===== src/rtl/activation_pair_fetcher_pkg.sv =====
// Shared definitions for the activation-stack read/write sequencers.
// The state encoding is common to the forward-side writer and the backward fetcher.
package activation_pair_fetcher_pkg;

    localparam int DEFAULT_NEURON_NUM       = 6;
    localparam int DEFAULT_ACTIVATION_WIDTH = 8;
    localparam int DEFAULT_STACK_ADDR_WIDTH = 10;
    localparam int STACK_WIDTH              = DEFAULT_NEURON_NUM * DEFAULT_ACTIVATION_WIDTH;

    typedef enum logic [1:0] {
        ST_IDLE = 2'd0,
        ST_REQ  = 2'd1,
        ST_WAIT = 2'd2,
        ST_OUT  = 2'd3
    } seq_state_t;

endpackage


===== src/rtl/activation_pair_fetcher_pair_capture_reg.sv =====
// Two-slot capture register: the lower and higher stack words arrive on independent
// handshakes in any order; both_full also counts words being taken this cycle.
module pair_capture_reg
    import activation_pair_fetcher_pkg::*;
#(
    parameter int WIDTH = STACK_WIDTH
) (
    input  logic             clk,
    input  logic             rst_n,
    input  logic             clear,
    input  logic             arm,
    input  logic [WIDTH-1:0] lower_data,
    input  logic             lower_valid,
    output logic             lower_ready,
    input  logic [WIDTH-1:0] higher_data,
    input  logic             higher_valid,
    output logic             higher_ready,
    output logic [WIDTH-1:0] lower_word,
    output logic [WIDTH-1:0] higher_word,
    output logic             both_full
);

    logic             got_lo;
    logic             got_hi;
    logic [WIDTH-1:0] lo_q;
    logic [WIDTH-1:0] hi_q;
    logic             lo_take;
    logic             hi_take;

    assign lower_ready  = arm && !got_lo;
    assign higher_ready = arm && !got_hi;
    assign lo_take      = lower_valid && lower_ready;
    assign hi_take      = higher_valid && higher_ready;

    // Bypass lets the owner load its output registers in the capture cycle itself.
    assign lower_word  = lo_take ? lower_data : lo_q;
    assign higher_word = hi_take ? higher_data : hi_q;
    assign both_full   = (got_lo || lo_take) && (got_hi || hi_take);

    always_ff @(posedge clk or negedge rst_n) begin
        if (!rst_n) begin
            got_lo <= 1'b0;
            got_hi <= 1'b0;
            lo_q   <= '0;
            hi_q   <= '0;
        end else if (clear) begin
            got_lo <= 1'b0;
            got_hi <= 1'b0;
        end else begin
            if (lo_take) begin
                got_lo <= 1'b1;
                lo_q   <= lower_data;
            end
            if (hi_take) begin
                got_hi <= 1'b1;
                hi_q   <= higher_data;
            end
        end
    end

endmodule


===== src/rtl/activation_pair_fetcher.sv =====
// Backward-pass sequencer: reads activation pairs (a[k], a[k+1]) from the stack for
// k = L-1 down to 0, one outstanding read at a time, and emits one packet per pair.
//
//  state   | meaning
//  --------+-------------------------------------------------------------
//  IDLE    | ready for a start request; L==0 just pulses done
//  REQ     | stack_addr = cur presented until the stack accepts it
//  WAIT    | collecting lower/higher words for cur
//  OUT     | packet for cur held until the datapath accepts it
module activation_pair_fetcher
    import activation_pair_fetcher_pkg::*;
#(
    parameter int NEURON_NUM       = DEFAULT_NEURON_NUM,
    parameter int ACTIVATION_WIDTH = DEFAULT_ACTIVATION_WIDTH,
    parameter int STACK_ADDR_WIDTH = DEFAULT_STACK_ADDR_WIDTH
) (
    input  logic                                   clk,
    input  logic                                   rst_n,
    input  logic [STACK_ADDR_WIDTH-1:0]            start_layers,
    input  logic                                   start_valid,
    output logic                                   start_ready,
    output logic [STACK_ADDR_WIDTH-1:0]            stack_addr,
    output logic                                   stack_addr_valid,
    input  logic                                   stack_addr_ready,
    input  logic [NEURON_NUM*ACTIVATION_WIDTH-1:0] stack_lower,
    input  logic                                   stack_lower_valid,
    output logic                                   stack_lower_ready,
    input  logic [NEURON_NUM*ACTIVATION_WIDTH-1:0] stack_higher,
    input  logic                                   stack_higher_valid,
    output logic                                   stack_higher_ready,
    output logic [NEURON_NUM*ACTIVATION_WIDTH-1:0] out_lower,
    output logic [NEURON_NUM*ACTIVATION_WIDTH-1:0] out_higher,
    output logic [STACK_ADDR_WIDTH-1:0]            out_layer,
    output logic                                   out_last,
    output logic                                   out_valid,
    input  logic                                   out_ready,
    output logic                                   done
);

    localparam int SW = NEURON_NUM * ACTIVATION_WIDTH;

    seq_state_t                  state;
    logic [STACK_ADDR_WIDTH-1:0] cur;
    logic                        addr_xfer;
    logic                        cap_clear;
    logic                        cap_arm;
    logic                        cap_both;
    logic [SW-1:0]               cap_lower;
    logic [SW-1:0]               cap_higher;

    assign start_ready = (state == ST_IDLE);
    assign stack_addr  = cur;
    assign addr_xfer   = stack_addr_valid && stack_addr_ready;
    assign cap_clear   = (state == ST_REQ) && addr_xfer;
    assign cap_arm     = (state == ST_WAIT);

    pair_capture_reg #(
        .WIDTH (SW)
    ) u_capture (
        .clk          (clk),
        .rst_n        (rst_n),
        .clear        (cap_clear),
        .arm          (cap_arm),
        .lower_data   (stack_lower),
        .lower_valid  (stack_lower_valid),
        .lower_ready  (stack_lower_ready),
        .higher_data  (stack_higher),
        .higher_valid (stack_higher_valid),
        .higher_ready (stack_higher_ready),
        .lower_word   (cap_lower),
        .higher_word  (cap_higher),
        .both_full    (cap_both)
    );

    always_ff @(posedge clk or negedge rst_n) begin
        if (!rst_n) begin
            state            <= ST_IDLE;
            cur              <= '0;
            stack_addr_valid <= 1'b0;
            out_lower        <= '0;
            out_higher       <= '0;
            out_layer        <= '0;
            out_last         <= 1'b0;
            out_valid        <= 1'b0;
            done             <= 1'b0;
        end else begin
            done <= 1'b0;
            case (state)
                ST_IDLE: begin
                    if (start_valid) begin
                        if (start_layers == '0) begin
                            done <= 1'b1;
                        end else begin
                            cur              <= start_layers - 1'b1;
                            stack_addr_valid <= 1'b1;
                            state            <= ST_REQ;
                        end
                    end
                end
                ST_REQ: begin
                    if (addr_xfer) begin
                        stack_addr_valid <= 1'b0;
                        state            <= ST_WAIT;
                    end
                end
                ST_WAIT: begin
                    if (cap_both) begin
                        out_lower  <= cap_lower;
                        out_higher <= cap_higher;
                        out_layer  <= cur;
                        out_last   <= (cur == '0);
                        out_valid  <= 1'b1;
                        state      <= ST_OUT;
                    end
                end
                ST_OUT: begin
                    if (out_ready) begin
                        out_valid <= 1'b0;
                        if (cur == '0) begin
                            done  <= 1'b1;
                            state <= ST_IDLE;
                        end else begin
                            cur              <= cur - 1'b1;
                            stack_addr_valid <= 1'b1;
                            state            <= ST_REQ;
                        end
                    end
                end
                default: state <= ST_IDLE;
            endcase
        end
    end

endmodule


===== config.mk =====
export PLATFORM = sky130hd
export DESIGN_NAME = activation_pair_fetcher
export DESIGN_NICKNAME = d
export VERILOG_FILES = /design/src/rtl/activation_pair_fetcher_pkg.sv /design/src/rtl/activation_pair_fetcher_pair_capture_reg.sv /design/src/rtl/activation_pair_fetcher.sv
export SDC_FILE = /design/constraint.sdc
export NUM_CORES = 1
export LEC_CHECK = 0
export ABC_AREA = 1
export BUFFER_PORTS_ARGS = -buffer_cell sky130_fd_sc_hd__buf_2
export CORE_MARGIN = 8
export CORE_UTILIZATION = 50
export CTS_CLUSTER_DIAMETER = 200
export DETAILED_ROUTE_END_ITERATION = 10
export GPL_ROUTABILITY_DRIVEN = 1
export GPL_TIMING_DRIVEN = 0
export HOLD_SLACK_MARGIN = 0.03
export PLACE_DENSITY = 0.76
export SLEW_MARGIN = 10
export SYNTH_ARGS = -nofsm -noshare
export SYNTH_HDL_FRONTEND = slang
export SYNTH_SLANG_ARGS = --single-unit

===== constraint.sdc =====
create_clock -name clk -period 5.5 [get_ports clk]
set_input_delay 0 -clock clk [delete_from_list [all_inputs] [get_ports clk]]
set_output_delay 0 -clock clk [all_outputs]
set_load 0.01 [all_outputs]

==> metrics <==
Final HPWL DP ~19 mm; CTS Hold Bufs 106; Setup crit end kind flop; post-synthesis cell type count 27; Final setup viols 0; CP startpoint kind flop; vias per inst 5.31; CTS tree yes; fin crit share 46.1%; Fin Clk Skew 0.0135 ns; Buffers & Inverters on Critical Path 3; sequential element share of the synthesized area 58.2%; slowest stage delay, CP 0.59 ns; die area 0.0236 mm^2; number of synthesized flops with an enable pin 0; core area 0.0186 mm^2; f_max 0.394 GHz; final hold vios 0; commonest non-fill, non-tap cells in the layout nand2_1 (281), buf_2 (257), dfrtp_1 (220); Die Y-Extent 154 um; post-CTS setup buffers 0; total gr overflow 0; Clk Latency, worst-skew pair around 0.52 ns; layout cell share with drive strength beyond 1 23.6%; # rows 50; WP data arrival 2.98 ns; Top delay family on crit path buffers and inverters; Starting Density 50.7%; Nets 1462; Post-Syn Area per Cell just under 10 um^2; Antenna Nets Post-Route 0; first-pass GRT wire length between 40 and 50 mm; final instance area 0.0129 mm^2; H-tree lvl count 1; root buf cell clkbuf_16; largest net degree at the start of global routing between 100 and 150; 1st-iter DRT viols 506; max_cap viols 0; PostCTS Resize Cnt 0; routed wire length roughly 29 mm; drt drc 0; hold crit path type in2reg; total CTS buffers 24; TritonRoute pass-1 iters 5; Async SR Flop Fraction 100%; Port Buffers 235; via count 8475; commonest non-fill, non-tap cell in the layout nand2_1; IO Pins 236; Mapped Cells just under 1k; Tot Pwr 7030 uW; Area Growth Syn to Fin 36.0%; #FFs+latches synth 220; Required @ worst endpoint 5.94 ns; syn nets ~1.1k; PD cells 547 mW/mm^2; clk sinks 220; Post-Syn Area 0.00946 mm^2; yosys warns 0; Static Leak 0.00690 uW; chip width ~150 um; worst-margin pin slew 0.582 ns; area post-placement 0.0110 mm^2; Hold Slack 0.0635 ns; WS Path Type reg2reg; critical-path cell list inv_1, ha_1, nand2_1, nor3_1, nand2_1, dlygate4sd3_1, a21oi_1, dlygate4sd3_1; unrepaired setup endpoints after global routing false; GRT Total Usage 23.9%; initial antenna violation count 2; TNS Setup 0 ns; clock buffer depth 3; worst-path fanout max 5; maximum vdd ir drop ~0.31 mV; Max Transition Viols Final 0; CP max-delay cell dlygate4sd3_1; WL/cell ~18 um; Slew headroom 61.2%; clk slew on worst S/H paths 0.06 ns; minimum clock period 2.54 ns; top_reg_cell synth dfrtp_1; status finished clean; GP Congestion 0.890; number of global-route vias before repair 8921
==> where the power goes <==
| part | total [uW] | internal (uW) | leakage, uW | switching, uW |
|---|---|---|---|---|
| registers | 2800 | 2360 | 0.00282 | 438 |
| logic | 2620 | 1010 | 0.00368 | 1610 |
| clock network | 1620 | 978 | 0.000396 | 640 |
==> logic make-up (layout without fill, tap and decap cells) <==
logic type	after synthesis	after routing	synth area share [%]
simple gates	322	322	13.4
mux	96	96	10.2
fa+ha+maj	7	7	0.926
buf+inv	98	483	4.96
xor+xnor	2	2	0.185
other cells	0	3	0
compound gates	228	228	12.2
flops	220	220	58.2
==> stage by stage <==
step / worst slack (ns) / cells / utilization (%)
6_report: 2.96 / 1595 / 69.0
3_3_place_gp: 0.614 / 1442 / 58.6
2_1_floorplan: 3.71 / 973 / -
3_5_place_dp: 3.27 / 1444 / 59.0
4_1_cts: 3.01 / 1592 / 68.9
5_1_grt: 2.82 / 1594 / 69.0
==> layer usage <==
| layer | global-route usage [%] | share of wire [%] | vias to the layer above |
|---|---|---|---|
| li1 | - | - | 3974 |
| met1 | 30.2 | 41 | 4068 |
| met2 | 40.2 | 48 | 362 |
| met3 | 5.41 | 7.8 | 71 |
| met4 | 7.84 | 3.0 | 0 |
| met5 | 0 | 0 | - |
==> sequential cells by signal (all words and copies together) (netlist names) <==
register          flops
out_higher           48
out_lower            48
u_capture.hi_q       48
u_capture.lo_q       48
out_layer            10
stack_addr           10
state                 2
done                  1
out_last              1
out_valid             1
stack_addr_valid      1
u_capture.got_hi      1
u_capture.got_lo      1
==> area by class of cell <==
| cell class | count | area, um^2 |
|---|---|---|
| tap | 234 | 293 |
| sequential | 220 | 5510 |
| clock inverter | 7 | 100 |
| timing repair buffer | 343 | 2300 |
| multi-input combinational | 655 | 3480 |
| buffer | 59 | 323 |
| clock buffer | 35 | 702 |
| fill | 1380 | 5780 |
| inverter | 39 | 146 |
| antenna | 3 | 7.51 |
==> worst paths after layout <==
path | slack, ns | start | depth (start not counted) | endpoint
max | 2.96 | state[1] | 8 | done
min | 0.06 | start_layers[7] | 6 | stack_addr[7]
max reg2reg | 2.96 | state[1] | 8 | done
min reg2reg | 0.47 | out_last | 2 | out_last
max in group asynchronous | 4.91 | rst_n | 3 | out_lower[31]
min in group asynchronous | 0.11 | rst_n | 3 | out_higher[13]
==> Yosys cell counts, types with 4 or more instances <==
cell,count,area [um^2]
nand2_1,281,1050
clkbuf_1,21,78.8
buf_6,6,67.6
buf_2,23,115
inv_1,37,139
ha_1,7,87.6
nor2_1,22,82.6
a21oi_1,4,20.0
o21ai_0,175,876
dfrtp_1,220,5510
o21ai_1,45,225
mux2i_1,96,961
nand3_1,10,50.1
buf_4,7,52.6
==> worst register-to-register path, stage by stage (launching register included) <==
cell and delay [ns]:
dfrtp_1 0.42, inv_1 0.15, ha_1 0.25, nand2_1 0.09
nor3_1 0.20, nand2_1 0.06, dlygate4sd3_1 0.56, a21oi_1 0.16
dlygate4sd3_1 0.59
Note: power is estimated with default switching activity, not from simulation.
